**config.mk**
```make
export PLATFORM = sky130hd
export DESIGN_NAME = board_cursor_ctrl
export DESIGN_NICKNAME = d
export VERILOG_FILES = /design/src/rtl/board_cursor_ctrl.sv
export SDC_FILE = /design/constraint.sdc
export NUM_CORES = 1
export LEC_CHECK = 0
export ABC_AREA = 1
export CAP_MARGIN = 40
export CELL_PAD_IN_SITES_DETAIL_PLACEMENT = 0
export CELL_PAD_IN_SITES_GLOBAL_PLACEMENT = 1
export CORE_MARGIN = 3
export CORE_UTILIZATION = 33
export CTS_BUF_LIST = sky130_fd_sc_hd__clkbuf_4 sky130_fd_sc_hd__clkbuf_8
export DETAILED_ROUTE_END_ITERATION = 8
export GPL_ROUTABILITY_DRIVEN = 0
export PLACE_DENSITY = 0.78
export SLEW_MARGIN = 20
export SYNTH_ARGS = -nofsm -noshare
export SYNTH_HDL_FRONTEND = slang
export SYNTH_SLANG_ARGS = --single-unit
```
**constraint.sdc**
```tcl
create_clock -name clk -period 2 [get_ports clk]
set_clock_uncertainty 0.2 [all_clocks]
set_input_delay 0.3 -clock clk [delete_from_list [all_inputs] [get_ports clk]]
set_output_delay 0.3 -clock clk [all_outputs]
set_load 0.02 [all_outputs]
```
**src/rtl/board_cursor_ctrl.sv**
```systemverilog
// board_cursor_ctrl
// Owns the 4x4 board register file, the cursor and whose-turn state for the
// cell-select/empty-check block. It drives the consumer's cell and counter
// inputs and uses the consumer's empty flag to accept or reject placements.
//
// Ports:
//   clk, rst_n            rising-edge clock, asynchronous active-low reset
//   move_next, move_prev  one-cycle pulses, cursor +1 / -1 (wrapping 0..15)
//   place                 one-cycle pulse, request a token at the cursor
//   clear                 one-cycle pulse, wipe board and restart the game
//   empty_i               consumer's empty flag for the cell at counter_o
//   counter_o[7:0]        cursor index, upper nibble always 0
//   cells_o[63:0]         board, cell k at bits [4k+3:4k]
//   player_o              0 = player 1 to move, 1 = player 2
//   place_ok, place_err   one-cycle result pulses of a placement
//   move_count[4:0]       tokens placed (0..16), board_full when 16
//   timeout_o             one-cycle pulse on a forced turn pass
//
// Optional feature: define TURN_TIMEOUT_EN to add the idle-turn timeout
// (TIMEOUT_CYC idle cycles pass the turn). Without it timeout_o is tied 0.
module board_cursor_ctrl #(
  parameter logic [3:0]  EMPTY_CODE  = 4'b0000,
  parameter logic [3:0]  P1_CODE     = 4'b0001,
  parameter logic [3:0]  P2_CODE     = 4'b0010,
  parameter logic [31:0] TIMEOUT_CYC = 32'd50_000_000
) (
  input  logic        clk,
  input  logic        rst_n,
  input  logic        move_next,
  input  logic        move_prev,
  input  logic        place,
  input  logic        clear,
  input  logic        empty_i,
  output logic [7:0]  counter_o,
  output logic [63:0] cells_o,
  output logic        player_o,
  output logic        place_ok,
  output logic        place_err,
  output logic [4:0]  move_count,
  output logic        board_full,
  output logic        timeout_o
);

  typedef enum logic [1:0] {IDLE, CHECK, WRITE, REJECT} state_t;

  state_t      state, state_n;
  logic [3:0]  cells [16];
  logic [3:0]  cursor;
  logic        timeout_hit;

  assign counter_o  = {4'b0000, cursor};
  assign board_full = (move_count == 5'd16);

  always_comb begin
    cells_o = '0;
    for (int unsigned k = 0; k < 16; k++) begin
      cells_o[4*k +: 4] = cells[k];
    end
  end

  always_ff @(posedge clk or negedge rst_n) begin
    if (!rst_n) state <= IDLE;
    else        state <= state_n;
  end

  // A clear in WRITE aborts the write, so the ok pulse is withheld too.
  always_comb begin
    state_n   = state;
    place_ok  = 1'b0;
    place_err = 1'b0;
    case (state)
      IDLE:    if (place) state_n = CHECK;
      CHECK:   state_n = (empty_i && !board_full) ? WRITE : REJECT;
      WRITE: begin
        place_ok = !clear;
        state_n  = IDLE;
      end
      REJECT: begin
        place_err = 1'b1;
        state_n   = IDLE;
      end
      default: state_n = IDLE;
    endcase
    if (clear) state_n = IDLE;
  end

  always_ff @(posedge clk or negedge rst_n) begin
    if (!rst_n) begin
      for (int unsigned k = 0; k < 16; k++) cells[k] <= EMPTY_CODE;
      cursor     <= '0;
      player_o   <= 1'b0;
      move_count <= '0;
    end else if (clear) begin
      for (int unsigned k = 0; k < 16; k++) cells[k] <= EMPTY_CODE;
      cursor     <= '0;
      player_o   <= 1'b0;
      move_count <= '0;
    end else begin
      if (state == IDLE && !place && (move_next ^ move_prev)) begin
        cursor <= move_next ? cursor + 4'd1 : cursor - 4'd1;
      end
      if (state == WRITE) begin
        cells[cursor] <= player_o ? P2_CODE : P1_CODE;
        player_o      <= ~player_o;
        if (move_count != 5'd16) move_count <= move_count + 5'd1;
      end else if (timeout_hit) begin
        player_o <= ~player_o;
      end
    end
  end

`ifdef TURN_TIMEOUT_EN
  logic [31:0] idle_cnt;

  // A place or clear in the same cycle wins over the forced pass.
  assign timeout_hit = (state == IDLE) && !clear && !place && !board_full &&
                       (idle_cnt == TIMEOUT_CYC - 32'd1);
  assign timeout_o   = timeout_hit;

  always_ff @(posedge clk or negedge rst_n) begin
    if (!rst_n) begin
      idle_cnt <= '0;
    end else if (clear || timeout_hit || state_n == CHECK) begin
      idle_cnt <= '0;
    end else if (state == IDLE && !board_full) begin
      idle_cnt <= idle_cnt + 32'd1;
    end
  end
`else
  assign timeout_hit = 1'b0;
  assign timeout_o   = 1'b0;
`endif

endmodule

```
==> impl_metrics.json <==
{
  "wl_met2_microns": 2880,
  "hold_class": "input port to async pin",
  "synth_area_leader_cell": "dfrtp_1",
  "routed-via-count": 2062,
  "cp_num_buf_inv": 1,
  "grt_setup_unrepaired": "no",
  "die_h_microns": 92.2,
  "finalSetupViolCount": 0,
  "cts_buffers": 5,
  "p_comb_frac": 0.194,
  "synth.avg_cell_area_sq_um": 8.23,
  "r2r_start": "cursor[0]",
  "drt-met1-wl_microns": 2630,
  "r2r_end": "cursor[2]",
  "postCtsSetupRepairBufs": 0,
  "seq_area_frac_synth": 0.449,
  "dr.first_iter.drc_count": 91,
  "fillerInstances": 734,
  "initial_core_util": 0.351,
  "final-hold-violation-count": 0,
  "synth_top_flop_cell": "dfrtp_1",
  "final_cell_mix": "nand2_1, clkdlybuf4s50_1, dfrtp_1",
  "setup_ws_ps": 65.6,
  "fin_nets": 376,
  "drive_gt1_frac": 0.0852,
  "grt_start_max_net_pins": 21,
  "drc": 0,
  "clock_power_share": 0.297,
  "ff_latch_area_sq_mm": 0.00110,
  "r2r_cells": 5,
  "drv_slew": 0,
  "grt_pass1_vias": 2081,
  "port-buffer-count": 51,
  "multi_input_area_sq_mm": 0.00100,
  "cts-root-buf": "clkbuf_8",
  "synth.top_cell.area_share": 0.449,
  "drt-total-wl_microns": 5840,
  "p_switching_uw": 577,
  "hpwl_microns": 4470,
  "core-area_sq_mm": 0.00698,
  "async_flop_share": 1.00,
  "cp_cell_sequence": "clkdlybuf4s50_1",
  "vias_per_cell": 4.48,
  "ctsHtreeMaxLevel": 2,
  "layout_commonest_cell": "nand2_1",
  "num_io_pins": 89,
  "cap_violations": 0,
  "die-area_sq_mm": 0.00850,
  "synth_area_sq_mm": 0.00245,
  "track_usage": 0.140,
  "cp_slowest_stage_delay_ps": 660,
  "cts.sinks": 44,
  "diodes": 0,
  "syn2layout_area_growth_pct": 25.3,
  "synth.distinct_cells": 25,
  "post-place-ws_ps": -53.4,
  "route.met3.wl_microns": 299,
  "drtAntennaViolNets": 0,
  "p_int_mw": 1.26,
  "grt_pass1_wl_microns": 9550,
  "critical_path_class": "flop to output pin",
  "wl_per_cell_microns": 12.7,
  "drtPass1Iterations": 4,
  "fin_crit_sh": 0.967,
  "vdd_drop_max_uv": 308,
  "cts.clk_slew.worst_paths_ps": 80,
  "seqPwrFrac": 0.509,
  "topRoutingLayerUsed": "met4",
  "synth-edff-count": 0,
  "p_leak_nw": 1.46,
  "required_ps": 1500,
  "r2r_slack_ps": 300,
  "synth_area_leaders": "dfrtp_1, buf_4, nand2_1, nand3_1, o21ai_0",
  "cts_tree": "yes",
  "antenna_found_initial": 0,
  "critical_path_arrival_ps": 1430,
  "p_sw_frac": 0.313,
  "synth_cells": 298,
  "clock_latency_ps": 290,
  "synth_warnings": 0,
  "cp_slowest_cell": "clkdlybuf4s50_1",
  "dieWidth_microns": 92.2,
  "status": "finished, final reports clean",
  "cts_buffer_depth": 2,
  "fin_tns_setup_ps": 0,
  "period_minus_slack_ps": 1930,
  "power.density_mw_per_mm2": 599,
  "critPathLaunchType": "flop",
  "fmax_mhz": 517,
  "num_rows": 30,
  "cp_top_family": "buffers and inverters",
  "synth_seq_cells": 44,
  "grt_overflow": 0,
  "crit_fanout": 6,
  "worst_setup_path_end_kind": "output pin"
}
## how the worst max path moves through the flow
stage / start / to / slack (ps) / depth (start not counted)
CTS: move_count[0] / board_full / 30 / 5
global route: cursor[0] / counter_o[0] / 30 / 1
global placement: clear / place_ok / -50 / 3
floorplan: cursor[0] / cursor[2] / 370 / 5
finish: cursor[0] / counter_o[0] / 70 / 1
detailed placement: clear / place_ok / -50 / 3
## kinds of logic after synthesis
logic type / synth area share
xor gates and xnor gates: 0.00357
AOI/OAI and AO/OA: 0.114
other: 0.00153
and+or+nand+nor: 0.207
DFF: 0.449
buffers and inverters: 0.196
adders and majority gates: 0.0286
## power by group through the flow
stage	registers [mW]	clock network [mW]	logic, mW
after global routing	0.941	0.592	0.405
final	0.938	0.547	0.357
after CTS	0.937	0.568	0.358
after floorplan	0.968	0	0.275
after detailed placement	0.954	0	0.356
after global placement	0.954	0	0.351
## Yosys cell counts, types with 2 or more instances
cell / count
ha_1: 4
buf_4: 39
nand2_1: 52
o21ai_1: 11
nand3_1: 33
inv_2: 2
dfrtp_1: 44
nor2_1: 17
a21oi_1: 2
inv_1: 37
buf_6: 3
nand2_4: 3
nand4_1: 3
o22ai_1: 6
o21ai_0: 32
## sequential cells by signal, summed over array words and instances, names as in the netlist
| name | flops |
|---|---|
| cells_o | 32 |
| player_o | 1 |
| cursor | 4 |
| state | 2 |
| move_count | 5 |
## layer usage
layer / up-vias / global-route usage
met4: 0 / 0.0359
met1: 969 / 0.179
met2: 65 / 0.240
met3: 4 / 0.0295
met5: - / 0
li1: 1024 / -
## repair_timing
| item | CTS | global route |
|---|---|---|
| resized for setup | 2 | 3 |
| setup endpoints to repair | 2 | 2 |
| hold buffers | 1 | 0 |
| endpoints found under the hold margin | 14 | 0 |
## through the flow
stage / std cells / hold slack [ps] / area, sq um / util / power (mW)
detailed placement: 452 / 34.9 / 2990 / 0.428 / 1.31
CTS: 460 / 244 / 3080 / 0.441 / 1.86
finish: 460 / 255 / 3070 / 0.440 / 1.84
global route: 460 / 296 / 3070 / 0.440 / 1.94
floorplan: 334 / -196 / 2590 / - / 1.24
global placement: 452 / 32.8 / 2990 / 0.428 / 1.31
## layout make-up
| type | count | share of cell area |
|---|---|---|
| sequential | 44 | 0.359 |
| multi-input combinational | 207 | 0.327 |
| timing repair buffer | 66 | 0.200 |
| inverter | 40 | 0.0489 |
| tap | 96 | 0.0391 |
| clock buffer | 6 | 0.0248 |
| clock inverter | 1 | 0.00163 |
Note: power is estimated with default switching activity, not from simulation.
